<file path="src/rtl/serial_adder_n.sv">
// serial_adder_n: bit-serial adder/subtractor.
// One full-adder slice and a registered carry process WIDTH-bit operands
// LSB first, one bit per clock, behind a start/busy/done handshake.
// Subtraction is a + ~b + 1; the signed-overflow flag compares the carry
// into the MSB with the carry out of it.
module serial_adder_n #(
   parameter int WIDTH = 8
) (
   input  logic             clk,
   input  logic             rst,
   input  logic             start,
   input  logic [WIDTH-1:0] a,
   input  logic [WIDTH-1:0] b,
   input  logic             cin,
   input  logic             sub,
   output logic             busy,
   output logic             done,
   output logic [WIDTH-1:0] sum,
   output logic             cout,
   output logic             ovf
);

   localparam int CNT_W = $clog2(WIDTH + 1);

   localparam logic [0:0] ST_IDLE = 1'b0;
   localparam logic [0:0] ST_RUN  = 1'b1;

   // Counter value seen on the edge that processes the MSB.
   localparam logic [CNT_W-1:0] LAST_BIT = CNT_W'(WIDTH - 1);

   // One-bit full adder; returns {carry_out, sum}.
   function automatic logic [1:0] full_add(input logic x, input logic y, input logic c);
      full_add = {(x & y) | (x & c) | (y & c), x ^ y ^ c};
   endfunction

   logic [0:0]       state_q,  state_d;
   logic [WIDTH-1:0] a_sh_q,   a_sh_d;
   logic [WIDTH-1:0] b_sh_q,   b_sh_d;
   logic [WIDTH-1:0] psum_q,   psum_d;
   logic             carry_q,  carry_d;
   logic [CNT_W-1:0] cnt_q,    cnt_d;
   logic [WIDTH-1:0] sum_q,    sum_d;
   logic             cout_q,   cout_d;
   logic             ovf_q,    ovf_d;
   logic             busy_q,   busy_d;
   logic             done_q,   done_d;

   logic [1:0]       slice;
   logic             slice_sum;
   logic             slice_cout;

   assign slice      = full_add(a_sh_q[0], b_sh_q[0], carry_q);
   assign slice_sum  = slice[0];
   assign slice_cout = slice[1];

   // Next-state logic: operand capture in IDLE, one bit per edge in RUN.
   always_comb begin
      state_d = state_q;
      a_sh_d  = a_sh_q;
      b_sh_d  = b_sh_q;
      psum_d  = psum_q;
      carry_d = carry_q;
      cnt_d   = cnt_q;
      sum_d   = sum_q;
      cout_d  = cout_q;
      ovf_d   = ovf_q;
      busy_d  = busy_q;
      done_d  = 1'b0;

      case (state_q)
         ST_IDLE: begin
            if (start) begin
               a_sh_d  = a;
               b_sh_d  = sub ? ~b : b;
               carry_d = sub ? 1'b1 : cin;
               psum_d  = {WIDTH{1'b0}};
               cnt_d   = {CNT_W{1'b0}};
               busy_d  = 1'b1;
               state_d = ST_RUN;
            end else begin
               busy_d  = 1'b0;
               state_d = ST_IDLE;
            end
         end
         ST_RUN: begin
            a_sh_d  = {1'b0, a_sh_q[WIDTH-1:1]};
            b_sh_d  = {1'b0, b_sh_q[WIDTH-1:1]};
            psum_d  = {slice_sum, psum_q[WIDTH-1:1]};
            carry_d = slice_cout;
            if (cnt_q == LAST_BIT) begin
               // MSB edge: carry_q is the carry into the MSB here.
               sum_d   = {slice_sum, psum_q[WIDTH-1:1]};
               cout_d  = slice_cout;
               ovf_d   = carry_q ^ slice_cout;
               done_d  = 1'b1;
               busy_d  = 1'b0;
               cnt_d   = {CNT_W{1'b0}};
               state_d = ST_IDLE;
            end else begin
               cnt_d   = cnt_q + CNT_W'(1);
               busy_d  = 1'b1;
               state_d = ST_RUN;
            end
         end
         default: begin
            busy_d  = 1'b0;
            state_d = ST_IDLE;
         end
      endcase
   end

   // State and datapath registers with synchronous reset.
   always_ff @(posedge clk) begin
      if (rst) begin
         state_q <= ST_IDLE;
         a_sh_q  <= {WIDTH{1'b0}};
         b_sh_q  <= {WIDTH{1'b0}};
         psum_q  <= {WIDTH{1'b0}};
         carry_q <= 1'b0;
         cnt_q   <= {CNT_W{1'b0}};
         sum_q   <= {WIDTH{1'b0}};
         cout_q  <= 1'b0;
         ovf_q   <= 1'b0;
         busy_q  <= 1'b0;
         done_q  <= 1'b0;
      end else begin
         state_q <= state_d;
         a_sh_q  <= a_sh_d;
         b_sh_q  <= b_sh_d;
         psum_q  <= psum_d;
         carry_q <= carry_d;
         cnt_q   <= cnt_d;
         sum_q   <= sum_d;
         cout_q  <= cout_d;
         ovf_q   <= ovf_d;
         busy_q  <= busy_d;
         done_q  <= done_d;
      end
   end

   assign busy = busy_q;
   assign done = done_q;
   assign sum  = sum_q;
   assign cout = cout_q;
   assign ovf  = ovf_q;

endmodule

</file>
<file path="config.mk">
export PLATFORM = sky130hd
export DESIGN_NAME = serial_adder_n
export DESIGN_NICKNAME = d
export VERILOG_FILES = /design/src/rtl/serial_adder_n.sv
export SDC_FILE = /design/constraint.sdc
export NUM_CORES = 1
export LEC_CHECK = 0
export ABC_AREA = 1
export CORE_UTILIZATION = 25
export CTS_CLUSTER_DIAMETER = 60
export DETAILED_ROUTE_END_ITERATION = 12
export DONT_BUFFER_PORTS = 1
export GPL_TIMING_DRIVEN = 0
export SLEW_MARGIN = 40
export SYNTH_ARGS = -nofsm -noshare
export SYNTH_HDL_FRONTEND = slang
export SYNTH_SLANG_ARGS = --single-unit
export TNS_END_PERCENT = 20
</file>
<file path="constraint.sdc">
create_clock -name clk -period 1.29 [get_ports clk]
set_input_delay 0.0645 -clock clk [delete_from_list [all_inputs] [get_ports clk]]
set_output_delay 0.0645 -clock clk [all_outputs]
set_load 0.01 [all_outputs]
</file>
==> results.txt <==
The flow ran to the end, but the final reports show violations. The final reports fail on DRC. The setup slack at placement is 0.0215 ns. The fraction of synthesized cell area in xor and xnor cells came out at 0.0462. The fraction of layout cells with a size suffix above 1 came out at 0.160.

The number of sinks handled by clock tree synthesis came out at 40. The reported leakage power is 0.947 nW. In this run the horizontal extent of the chip is 84.6 um. The max-slew violation count came out at 0. TritonCTS built the clock tree. The post-route clock skew is 0.00734 ns.

The initial antenna violation count was 0. The combined buffer and inverter count along the critical path is 1. The number of instances in the synthesized netlist came out at 218. In this run, distinct cell masters in the synthesized netlist total 23. For this run, the share of the core covered by cells in the final layout is 0.334. The die outline area came out at 7160 sq um.

The simple logic cell fraction of the synthesized area came out at 0.277. The global route total overflow is 0. Of all nets on the critical path, the largest fanout is 5.

The area overhead of the layout relative to synthesis is 26.4%. The number of rows in the core area is 29. The final net count came out at 272. The largest individual stage delay along the critical path comes from the cell dfxtp_4. The post-synthesis net count came out at 241.

The share of the Yosys chip area taken by registers is 0.470. The startpoint type of the worst setup path is a flop. Dividing total power by cell area gives a power density of 1140 nW/um^2.

The deepest level of the CTS H-tree came out at 2. In the finished design, the share of the clock period the worst path needs comes to 0.958. The routed length per placed instance came out at 10.9 um. The number of warnings issued by yosys came out at 0. The tree is rooted in a clkbuf_8.

The post-layout instance area is 2160 sq um. The final cell count without fillers came out at 327. The maximum buffer depth of the clock tree came out at 2. The worst setup path is of the reg -> reg kind.

The post-synthesis mux area share came out at 0. The number of vias per cell is 4.34. For this block, the routed nets add up to 3.56 mm of wire. The setup violation total in the final timing report came out at 0. After synthesis, the largest family of logic cells by area is simple AND/OR/NAND/NOR gates. The all-layer global routing usage came out at 0.103. For this configuration, the core starts out at a cell density of 0.264. The top-level I/O count is 33.

Leaving out fill and tap cells, the most frequent cell in the layout is nand2_1. The detail route stage leaves a number of antenna-violating nets equal to 0. For this run, the slowest stage of the critical path takes 0.38 ns. The detailed-route via count is 1420. The library cells used most frequently in the layout, excluding fill and tap cells, are 91 x nand2_1, 37 x dfxtp_1, 19 x dlygate4sd3_1, 17 x a21oi_1, 11 x inv_1. The starting DRC count in detailed routing is 87. Across all register-to-register paths, the minimum setup slack is 0.05 ns.

The last weighted congestion value of the routability-driven placer came out at 0.751. The worst pin sits at a relative slew slack of 0.682. After synthesis the cells add up to 1710 sq um. Derived from the worst setup path, the maximum achievable clock frequency is 0.809 GHz. The post-layout minimum cycle time is 1.24 ns. The DRC violations left came out at 4. Across all setup checks in the final design, the least slack found is 0.0538 ns. The total negative slack for setup checks came out at 0 ns. Buffers inserted during clock tree synthesis total 5. The synthesized-area fraction occupied by adder cells came out at 0.0191. After synthesis, the mean cell area works out to 7.82 sq um. The clock insertion delay at the later pin of the skew report is 0.29 ns.

The detailed-routing iteration count for the pre-antenna-repair pass came out at 11. The number of port buffers is 0. Setup repair after global routing could not meet its margin everywhere. On the final layout, the worst hold slack is 0.0504 ns. The placed wire-length estimate after detailed placement came out at 2.35 mm. The cell area after placement is 1800 sq um.

Synthesis inferred 40 register bits. Counting tap cells, the placed design contains a total of 295 instances. Measured along the y axis, the die boundary spans 84.6 um.

The first global-routing pass estimated 5.84 mm of wire. In this run the worst hold path is classified as in -> reg. The slew at the pin closest to its max-slew limit is 0.476 ns. The power consumption is 2.46 mW.

The compound-gate portion of the synthesized area came out at 0.111. The kind of capture point of the worst setup path is a flop. The reported max-cap violation count came out at 0.

Traced cell by cell, the critical path runs through ha_4 -> nand2_4 -> nor2_4 -> nand2_2 -> nor2_4 -> buf_4 -> nand2_1 -> nand2_1. The core box area is 6460 sq um. The maximum resistive drop on vdd is 0.000652 V. The kind of cell adding the most delay to the critical path is simple AND/OR/NAND/NOR gates. The pin count of the biggest net entering global routing came out at 13. For the worst setup path, the data required time is 1.52 ns.

The number of antenna diodes in the final layout is 0. The hold violation count in the final report is 0. The clock transition at the registers of the reported paths came out at 0.08 ns.

The via count of the first global-routing pass was 1271. Data on the critical path arrives at its endpoint at 1.47 ns.
==> area by class of cell <==
type / count / area (sq um)
clock inverter: 2 / 10.0
buffer: 11 / 83.8
clock buffer: 6 / 82.6
fill: 697 / 4300
sequential: 40 / 810
inverter: 13 / 48.8
tap: 77 / 96.3
timing repair buffer: 24 / 228
multi-input combinational: 154 / 797
==> state kept, by name, summed over array words and instances, names as in the netlist <==
register / cells
psum_q: 7
sum: 8
a_sh_q: 8
done: 1
cout: 1
busy: 1
b_sh_q: 8
cnt_q: 4
ovf: 1
carry_q: 1
==> cells by family (layout without fill, tap and decap cells) <==
| group | Yosys count | in the layout |
|---|---|---|
| xor+xnor | 9 | 9 |
| buf+inv | 24 | 56 |
| simple gates | 111 | 111 |
| compound gates | 32 | 32 |
| fa+ha+maj | 2 | 2 |
| flops | 40 | 40 |
==> power by group <==
part,switching [mW],internal [mW]
clock,0.411,0.426
combinational,0.160,0.142
sequential,0.0358,1.28
==> worst reg2reg max path, cell delays in order (launching register included) <==
cell and delay (ns):
dfxtp_4 0.38, ha_4 0.15, nand2_4 0.06, nor2_4 0.13
nand2_2 0.08, nor2_4 0.14, buf_4 0.15, nand2_1 0.05
nand2_1 0.05
==> final timing paths <==
kind,from,cells past startpoint,to
worst max-delay path,cnt_q[1]$_SDFFE_PP0P_,8,sum[2]$_SDFFE_PP0P_
worst min-delay path,start,5,a_sh_q[5]$_SDFFE_PP0P_
worst max register to register,cnt_q[1]$_SDFFE_PP0P_,8,sum[2]$_SDFFE_PP0P_
worst min register to register,psum_q[1]$_SDFFE_PP0P_,2,sum[0]$_SDFFE_PP0P_
==> Yosys cell counts <==
cell,number,area share
a21oi_1,17,0.050
a21oi_2,2,0.010
a22oi_1,8,0.035
a31oi_1,1,0.0037
buf_2,4,0.012
buf_4,3,0.013
buf_6,2,0.013
buf_8,1,0.0088
clkbuf_1,1,0.0022
dfxtp_1,40,0.47
fa_1,1,0.012
ha_1,1,0.0073
inv_1,11,0.024
inv_2,2,0.0044
nand2_1,94,0.21
nand2_2,2,0.0073
nand3_1,7,0.021
nand4_1,1,0.0037
nor2_1,3,0.0066
nor2_4,3,0.020
nor2_8,1,0.012
o21ai_0,4,0.012
xor2_1,9,0.046
==> routing by layer <==
layer / global-route usage / vias up / part of all wire
met5: 0 / - / 0
met4: 0.0277 / 0 / 0.0081
met3: 0.0442 / 4 / 0.071
met2: 0.163 / 41 / 0.45
met1: 0.129 / 629 / 0.47
li1: - / 746 / -
==> what timing repair did <==
action | in CTS | in global routing
pin swaps | 0 | 4
setup buffers | 0 | 4
endpoints found under the hold margin | 20 | 0
setup endpoints to repair | 1 | 13
resized for setup | 1 | 11
hold buffers | 19 | 0
cloned | 0 | 1
No activity file was read; power rests on OpenSTA's default activity.
